$ cat config.mk
export PLATFORM = sky130hd
export DESIGN_NAME = dds_sweep_ctrl
export DESIGN_NICKNAME = d
export VERILOG_FILES = /design/src/rtl/dds_pkg.sv /design/src/rtl/dds_dwell_timer.sv /design/src/rtl/dds_sweep_ctrl.sv
export SDC_FILE = /design/constraint.sdc
export NUM_CORES = 1
export LEC_CHECK = 0
export BUFFER_PORTS_ARGS = -buffer_cell sky130_fd_sc_hd__buf_2
export CAP_MARGIN = 10
export CELL_PAD_IN_SITES_DETAIL_PLACEMENT = 0
export CELL_PAD_IN_SITES_GLOBAL_PLACEMENT = 1
export CORE_MARGIN = 1
export CORE_UTILIZATION = 42
export DETAILED_ROUTE_END_ITERATION = 8
export HOLD_SLACK_MARGIN = 0.05
export PLACE_DENSITY_LB_ADDON = 0.1
export SLEW_MARGIN = 20
export SYNTH_ARGS = -nofsm -noshare
export SYNTH_HDL_FRONTEND = slang
export SYNTH_SLANG_ARGS = --single-unit
$ cat constraint.sdc
create_clock -name clk -period 5.5 [get_ports clk]
set_clock_uncertainty 0.05 [all_clocks]
set_input_delay 0.275 -clock clk [delete_from_list [all_inputs] [get_ports clk]]
set_output_delay 0.275 -clock clk [all_outputs]
set_load 0.02 [all_outputs]
$ cat src/rtl/dds_pkg.sv
// Shared definitions for the DDS sweep controller: mode encodings, sweep
// state enum and the default tuning-word width.
package dds_pkg;

    localparam int ACC_W_DEFAULT = 32;

    localparam logic [1:0] MODE_SINGLE = 2'b00;
    localparam logic [1:0] MODE_REPEAT = 2'b01;
    localparam logic [1:0] MODE_TRI    = 2'b10;
    localparam logic [1:0] MODE_RSVD   = 2'b11;

    typedef enum logic [1:0] {
        ST_IDLE = 2'b00,
        ST_UP   = 2'b01,
        ST_DOWN = 2'b10
    } sweep_state_e;

endpackage : dds_pkg

$ cat src/rtl/dds_dwell_timer.sv
// Loadable down-counter that times how long each tuning word is held.
// zero_o flags the last cycle of the current dwell.
module dds_dwell_timer #(
    parameter int DWELL_W = 24
) (
    input  logic               clk,
    input  logic               rst_n,
    input  logic               load_i,
    input  logic [DWELL_W-1:0] load_val_i,
    output logic               zero_o
);

    logic [DWELL_W-1:0] cnt_q;
    logic [DWELL_W-1:0] cnt_d;

    always_comb begin
        cnt_d = cnt_q;
        if (load_i) begin
            cnt_d = load_val_i;
        end else if (cnt_q != '0) begin
            cnt_d = cnt_q - {{(DWELL_W-1){1'b0}}, 1'b1};
        end
    end

    // NOTE: state registers use non-blocking assignments so every flop samples
    // its pre-edge value, independent of process ordering in simulation.
    always_ff @(posedge clk or negedge rst_n) begin
        if (!rst_n) begin
            cnt_q <= '0;
        end else begin
            cnt_q <= cnt_d;
        end
    end

    assign zero_o = (cnt_q == '0);

endmodule : dds_dwell_timer

$ cat src/rtl/dds_sweep_ctrl.sv
// Sweep controller feeding the DDS tuning word: linear single, sawtooth or
// triangle sweeps between a start and stop word with a per-step dwell.
module dds_sweep_ctrl
    import dds_pkg::*;
#(
    parameter int ACC_W   = ACC_W_DEFAULT,
    parameter int DWELL_W = 24,
    parameter int CNT_W   = 16
) (
    input  logic               clk,
    input  logic               rst_n,
    input  logic [ACC_W-1:0]   cfg_start_k_i,
    input  logic [ACC_W-1:0]   cfg_stop_k_i,
    input  logic [ACC_W-1:0]   cfg_step_k_i,
    input  logic [DWELL_W-1:0] cfg_dwell_i,
    input  logic [1:0]         cfg_mode_i,
    input  logic               start_i,
    input  logic               abort_i,
    output logic [ACC_W-1:0]   k_o,
    output logic               dds_en_o,
    output logic               busy_o,
    output logic               done_o,
    output logic               err_o,
    output logic [CNT_W-1:0]   sweep_cnt_o
);

    localparam logic [CNT_W-1:0]   CNT_ONE   = {{(CNT_W-1){1'b0}}, 1'b1};
    localparam logic [DWELL_W-1:0] DWELL_ONE = {{(DWELL_W-1){1'b0}}, 1'b1};

    sweep_state_e       state_q, state_d;
    logic [ACC_W-1:0]   k_q, k_d;
    logic               dds_en_q, dds_en_d;
    logic               busy_q, busy_d;
    logic               done_q, done_d;
    logic               err_q, err_d;
    logic [CNT_W-1:0]   sweep_cnt_q, sweep_cnt_d;

    logic [ACC_W-1:0]   start_k_q, start_k_d;
    logic [ACC_W-1:0]   stop_k_q, stop_k_d;
    logic [ACC_W-1:0]   step_k_q, step_k_d;
    logic [DWELL_W-1:0] dwell_rl_q, dwell_rl_d;
    logic [1:0]         mode_q, mode_d;

    logic               dwell_load;
    logic [DWELL_W-1:0] dwell_val;
    logic               dwell_zero;

    logic               cfg_bad;
    logic [DWELL_W-1:0] cfg_dwell_rl;
    logic [ACC_W:0]     up_next;
    logic [ACC_W:0]     dn_next;
    logic [ACC_W-1:0]   up_clamped;
    logic [ACC_W-1:0]   dn_clamped;

    assign cfg_bad = (cfg_start_k_i > cfg_stop_k_i) ||
                     (cfg_step_k_i == '0) ||
                     (cfg_mode_i == MODE_RSVD);

    // A programmed dwell of 0 behaves like 1: the counter reload is dwell-1.
    assign cfg_dwell_rl = (cfg_dwell_i == '0) ? '0 : (cfg_dwell_i - DWELL_ONE);

    // One extra bit keeps the carry/borrow so clamping never sees a wrapped word.
    assign up_next    = {1'b0, k_q} + {1'b0, step_k_q};
    assign dn_next    = {1'b0, k_q} - {1'b0, step_k_q};
    assign up_clamped = (up_next > {1'b0, stop_k_q}) ? stop_k_q : up_next[ACC_W-1:0];
    assign dn_clamped = ($signed(dn_next) < $signed({1'b0, start_k_q})) ?
                        start_k_q : dn_next[ACC_W-1:0];

    dds_dwell_timer #(
        .DWELL_W (DWELL_W)
    ) u_dwell_timer (
        .clk        (clk),
        .rst_n      (rst_n),
        .load_i     (dwell_load),
        .load_val_i (dwell_val),
        .zero_o     (dwell_zero)
    );

    // NOTE: every signal driven here gets a default first, so no path through
    // the case statement can leave one unassigned and infer a latch.
    always_comb begin
        state_d     = state_q;
        k_d         = k_q;
        dds_en_d    = dds_en_q;
        busy_d      = busy_q;
        done_d      = 1'b0;
        err_d       = 1'b0;
        sweep_cnt_d = sweep_cnt_q;
        start_k_d   = start_k_q;
        stop_k_d    = stop_k_q;
        step_k_d    = step_k_q;
        dwell_rl_d  = dwell_rl_q;
        mode_d      = mode_q;
        dwell_load  = 1'b0;
        dwell_val   = dwell_rl_q;

        unique case (state_q)
            ST_IDLE: begin
                if (start_i && !abort_i) begin
                    if (cfg_bad) begin
                        err_d = 1'b1;
                    end else begin
                        start_k_d   = cfg_start_k_i;
                        stop_k_d    = cfg_stop_k_i;
                        step_k_d    = cfg_step_k_i;
                        dwell_rl_d  = cfg_dwell_rl;
                        mode_d      = cfg_mode_i;
                        k_d         = cfg_start_k_i;
                        dds_en_d    = 1'b1;
                        busy_d      = 1'b1;
                        sweep_cnt_d = '0;
                        state_d     = ST_UP;
                        dwell_load  = 1'b1;
                        dwell_val   = cfg_dwell_rl;
                    end
                end
            end

            ST_UP: begin
                if (abort_i) begin
                    state_d  = ST_IDLE;
                    k_d      = '0;
                    dds_en_d = 1'b0;
                    busy_d   = 1'b0;
                end else if (dwell_zero) begin
                    dwell_load = 1'b1;
                    if (k_q == stop_k_q) begin
                        sweep_cnt_d = sweep_cnt_q + CNT_ONE;
                        unique case (mode_q)
                            MODE_REPEAT: k_d = start_k_q;
                            MODE_TRI: begin
                                // A zero-span triangle stays put and counts every dwell.
                                if (start_k_q != stop_k_q) begin
                                    k_d     = dn_clamped;
                                    state_d = ST_DOWN;
                                end
                            end
                            default: begin
                                state_d    = ST_IDLE;
                                k_d        = '0;
                                dds_en_d   = 1'b0;
                                busy_d     = 1'b0;
                                done_d     = 1'b1;
                                dwell_load = 1'b0;
                            end
                        endcase
                    end else begin
                        k_d = up_clamped;
                    end
                end
            end

            ST_DOWN: begin
                if (abort_i) begin
                    state_d  = ST_IDLE;
                    k_d      = '0;
                    dds_en_d = 1'b0;
                    busy_d   = 1'b0;
                end else if (dwell_zero) begin
                    dwell_load = 1'b1;
                    if (k_q == start_k_q) begin
                        k_d     = up_clamped;
                        state_d = ST_UP;
                    end else begin
                        k_d = dn_clamped;
                    end
                end
            end

            default: begin
                state_d  = ST_IDLE;
                k_d      = '0;
                dds_en_d = 1'b0;
                busy_d   = 1'b0;
            end
        endcase
    end

    always_ff @(posedge clk or negedge rst_n) begin
        if (!rst_n) begin
            state_q     <= ST_IDLE;
            k_q         <= '0;
            dds_en_q    <= 1'b0;
            busy_q      <= 1'b0;
            done_q      <= 1'b0;
            err_q       <= 1'b0;
            sweep_cnt_q <= '0;
            start_k_q   <= '0;
            stop_k_q    <= '0;
            step_k_q    <= '0;
            dwell_rl_q  <= '0;
            mode_q      <= MODE_SINGLE;
        end else begin
            state_q     <= state_d;
            k_q         <= k_d;
            dds_en_q    <= dds_en_d;
            busy_q      <= busy_d;
            done_q      <= done_d;
            err_q       <= err_d;
            sweep_cnt_q <= sweep_cnt_d;
            start_k_q   <= start_k_d;
            stop_k_q    <= stop_k_d;
            step_k_q    <= step_k_d;
            dwell_rl_q  <= dwell_rl_d;
            mode_q      <= mode_d;
        end
    end

    assign k_o         = k_q;
    assign dds_en_o    = dds_en_q;
    assign busy_o      = busy_q;
    assign done_o      = done_q;
    assign err_o       = err_q;
    assign sweep_cnt_o = sweep_cnt_q;

endmodule : dds_sweep_ctrl

# After elaboration in Yosys (flattened, before gate mapping)
# Index checks and enable logic that the tools add are counted.
# totals
ff_bits	199
in_bits	126
out_inout_bits	52
word_cells	121
# classes
addsub	5
magnitude_cmp	3
n_eq_ne	22
mux	61
n_bitwise	1
reduce_logical	17
# op_table
operator	n
2-to-1 mux 32 bit	11
2-to-1 mux 24 bit	6
case mux 32 bit (3 select lines)	1
2-to-1 mux 16 bit	5
equality test 32 bit	2
case mux 32 bit (2 select lines)	1
logical NOT 24 bit	2
subtractor 24 x 1 -> 24 bit (second input constant)	2
adder 32 x 32 -> 33 bit	1
greater-than comparator 33 x 32 -> 1 bit	1
less-than comparator 33 bit	1
subtractor 32 x 32 -> 33 bit	1
greater-than comparator 32 bit	1
logical NOT 32 bit	1
!= test 32 bit	1
case mux 16 bit (2 select lines)	1
nonzero test 24 bit	1
2-to-1 mux 1 bit	23
2-to-1 mux 2 bit	9
!= test 3 bit (second input constant)	6
adder 16 x 1 -> 16 bit (second input constant)	1
!= test 2 bit (second input constant)	6
AND reduction 6 bit	2
AND reduction 8 bit	1
16 further kinds	22

# Depth between registers and ports, before layout
# logic_depth
word_depth	9
mapped_depth	24
mapped_depth_nobuf	22

# Modules after synthesis
# Synthesis repeated with hierarchy kept, for this count alone.
# unflattened
hier_cells	1957
hier_area_um2	16768.6
# modules_own_cells
mod	n_inst	cells_each	area_each_um2	seq_area_each_um2
dds_sweep_ctrl	1	1793	15262.1	4379.2
dds_dwell_timer	1	164	1506.4	600.6

# Worst setup path before layout
# No wires, ideal clock.
# synth_path
path_type	reg2reg
from	register k_q[11], in the netlist k_o[11]
to	register k_q[5], in the netlist k_o[5]
setup_time_ns	0.126
arrival_ns	5.243
required_ns	5.324
path_slack_ns	0.081
path_stages_with_launch	22
n_path_buf	2
synth_period_minus_slack_ns	5.419
path_cell_list	dfrtp_1 ha_1 buf_2 or3_1 nor3_1 o211a_1 nor2_1 o41ai_1 a211oi_1 xnor2_1 ha_1 nand4_1 nor4_1 nand3_1 a31oi_1 o31ai_1 a211oi_2 buf_2 mux2_2 a22oi_1 o22ai_1 a221o_1
# synth_via
elab_chain_len	9
word_cells_on_any_way	19
classes_between	add/sub (2); order compare (2); eq/ne (3); mux (11); reduce/logical (1)
# synth_rtl
element	line_no	text
start, declared	dds_sweep_ctrl.sv:31	logic [ACC_W-1:0] k_q, k_d;
start signal, assigned	dds_sweep_ctrl.sv:195	k_q <= k_d;
subtractor 32 x 32 -> 33 bit	dds_sweep_ctrl.sv:64	assign dn_next = {1'b0, k_q} - {1'b0, step_k_q};
less-than comparator 33 bit	dds_sweep_ctrl.sv:66	assign dn_clamped = ($signed(dn_next) < $signed({1'b0, start_k_q})) ?
2-to-1 mux 32 bit	dds_sweep_ctrl.sv:66	
2-to-1 mux 32 bit	dds_sweep_ctrl.sv:133	if (start_k_q != stop_k_q) begin
case mux 32 bit (2 select lines)	dds_sweep_ctrl.sv:129	unique case (mode_q)
2-to-1 mux 32 bit	dds_sweep_ctrl.sv:127	if (k_q == stop_k_q) begin
2-to-1 mux 32 bit	dds_sweep_ctrl.sv:125	end else if (dwell_zero) begin
2-to-1 mux 32 bit	dds_sweep_ctrl.sv:120	if (abort_i) begin
case mux 32 bit (3 select lines)	dds_sweep_ctrl.sv:97	unique case (state_q)
# Parallel ways exist; a longest one is shown, timed or not. The select of a mux whose other input is x is not followed.
# A chain may end at the register's enable or synchronous reset.

# Worst setup path after layout
# layout_path
from	register k_q[26], in the netlist k_o[26]
to	register k_q[13], in the netlist k_o[13]
# Same word-level chain as after synthesis.

==> results.yml <==
run_status:
  status: "finished, final reports clean"
route:
  vias: 19040
  first_pass_iters: 8
  ant_nets: 0
  drt-total-wl_um: 76800
  drt_iter0_drc: 1693
  wl_per_cell_um: 23.6
  viasPerCell: 5.86
  drc: 0
die:
  initial_core_util_pct: 42.5
  fp.dieH_um: 208
  rows: 75
  dieWidth_um: 208
  core_area_um2: 41900
  pin_count: 178
  die-area_um2: 43200
final_layout:
  multi_input_area_um2: 12700
  n_antenna_cell: 0
  layout-drive-gt1-share_pct: 28.3
  layout_common_cells: "buf_4, nand2_1, dfrtp_1"
  layout_commonest_cell: "buf_4"
  fin_nets: 2989
  fill_cells: 3890
  area_delta_synth_final_pct: 37.7
  seq_area_um2: 4980
power_and_ir_drop:
  power_w: 0.0188
  power_density_nw_per_um2: 769
  peakVddDrop_mv: 0.383
  leakage_nw: 11.3
synth:
  syn_avg_cell_area_um2: 8.26
  synth_cell_types: 95
  syn_area_um2: 17800
  synth-edff-count: 0
  yosys_most_used_dff: "dfrtp_1"
  synth_top_cell_area_share_pct: 28.0
  synth_cells: 2154
  yosys_warnings: 0
  synthArstFlopShare_pct: 100
  ys_seq_elements: 199
  yosys.area.top_type: "dfrtp_1"
  synth_nets: 2447
  synth.yosys.seq_area_share_pct: 28.0
  synth_area_leaders: "dfrtp_1, ha_1, xnor2_1, nand2_1, o21ai_0"
clocking:
  htreeDepth: 4
  cts-root-buf: "clkbuf_16"
  tritoncts: "built"
  clock-sinks: 199
  cts.path.max_buffers: 2
  cts_made_buffers: 17
  clk_pin_slew_worst_paths_ps: 90
  clkLatencyLatePin_ps: 530
grt:
  grt_pass1_vias: 18216
  grt_pass1_wl_um: 114000
  groute.usage.overall_pct: 35.1
  antenna_found_initial: 3
  grt_max_degree: 152
  grt_overflow: 0
run:
  max_cap_violations: 0
setup_path:
  path_max_fanout: 5
  cp-start-kind: "flip-flop"
  required_ps: 5860
  startpoint: "k_o[26]"
  cp-end-kind: "flip-flop"
  r2r_start: "k_o[26]"
  cp.arrival_ps: 5850
  timing_worst_setup_path_type: "reg2reg"
sta:
  finalMaxSlewViolations: 0
  timing.final.ws_setup_ps: 12.2
  finalSetupTns_ps: 0
  finalCritPeriodShare_pct: 99.8
  hold_viol: 0
  fmax_ghz: 0.182
  slew-limit-headroom_pct: 35.4
  worst_pin_slew_ps: 963
  rsz0062_at_grt: "yes"
  setup_violations: 0
  layout_min_cycle_time_ps: 5490
place:
  portBuffers: 177
  dp_hpwl_um: 58700
  dp_slack_ps: -476
  gp_congestion: 1.02
min_path:
  hold_path_class: "in2reg"
  min-delay-start: "cfg_dwell_i[21]"
[state kept, by name, indices dropped and copies added, names as in the netlist, 2 cells and up]
name	flops
k_o	32
start_k_q	32
step_k_q	32
stop_k_q	32
dwell_rl_q	24
u_dwell_timer.cnt_q	24
sweep_cnt_o	16
mode_q	2
state_q	2
[metal layers]
layer	up-vias	share of wire (%)	track usage, %
met2	765	46	55.8
li1	8837	-	-
met1	9306	44	48.4
met4	4	3.2	12.8
met5	-	0.035	0
met3	128	6.7	4.70
[per-stage QoR]
step,instance area [um2],cells,hold WS [ps],utilization [%]
5_1_grt,24500,3248,91.9,58.5
3_3_place_gp,21300,3066,205,50.8
3_5_place_dp,21300,3066,208,50.8
4_1_cts,23500,3221,56.6,56.2
2_1_floorplan,17800,2154,-70.6,-
6_report,24500,3248,72.5,58.5
[power by group]
group | leakage, nW | switching (W) | internal [W]
Combinational | 8.54 | 0.00786 | 0.00694
Sequential | 2.49 | 0.000639 | 0.00195
Clock | 0.310 | 0.000770 | 0.000671
Total | 11.3 | 0.00927 | 0.00956
[area by class of cell]
cell class | count | share of cell area (%)
inverters | 179 | 2.74
repair buffers | 633 | 19.8
clock inverters | 15 | 0.879
clock buffers | 17 | 1.74
well taps | 539 | 2.75
multi-input cells | 1666 | 51.7
flip-flops and latches | 199 | 20.3
[cells by family (layout without fill, tap and decap cells)]
| group | Yosys count | after routing | share of synthesized area [%] |
|---|---|---|---|
| buf+inv | 289 | 844 | 6.66 |
| simple gates | 665 | 665 | 18.7 |
| compound gates | 582 | 582 | 21.8 |
| mux | 48 | 48 | 2.87 |
| flops | 199 | 199 | 28.0 |
| fa+ha+maj | 167 | 167 | 11.8 |
| xor+xnor | 204 | 204 | 10.0 |
[synth_stat cells (all sizes together), types with 13 or more instances]
cell type  number
a211oi         25
a21o           29
a21oi         119
a221oi         23
a22oi          20
and3           14
buf            51
clkbuf         59
dfrtp         199
ha            165
inv           178
mux2           24
mux2i          24
nand2         219
nand2b         22
nand3          29
nand4          56
nor2          132
nor2b          23
nor3           59
nor4           41
o211ai         20
o21a           19
o21ai         167
o22ai          22
or3            13
or4            14
xnor2         128
xor2           76
[worst max-delay path, cell delays in order, from the launching register on]
cell and delay, ps:
dfrtp_2 460, ha_4 230, or4_4 550, nor3_4 170, nand2_1 100, or3b_4 420, a31oi_1 180, buf_4 170
mux2i_1 70, a2111o_1 440, ha_4 300, nand4_1 110, nor3_2 270, nand3_4 120, a31oi_4 210, o31ai_4 100
a211oi_4 160, buf_6 160, buf_12 110, buf_16 120, mux2_4 310, nand2b_4 140, a311oi_2 290, o21ai_1 110
[final timing paths]
kind	end	slack, ps	cells past startpoint
worst min register to register	dwell_rl_q[2]	450	2
worst min-delay path	dwell_rl_q[21]	70	3
worst max register to register	k_o[13]	10	23
max in group asynchronous	k_o[26]	3770	4
worst max-delay path	k_o[13]	10	23
min in group asynchronous	step_k_q[16]	190	2
[timing repair]
| item | in CTS | in global routing |
|---|---|---|
| cloned | 2 | 1 |
| gates resized for setup | 84 | 140 |
| pin swaps | 48 | 103 |
| hold buffers | 103 | 0 |
| setup buffers | 18 | 28 |
| setup endpoints to repair | 32 | 32 |
| endpoints found under the hold margin | 150 | 0 |
Power figures use the tool's default switching activity.
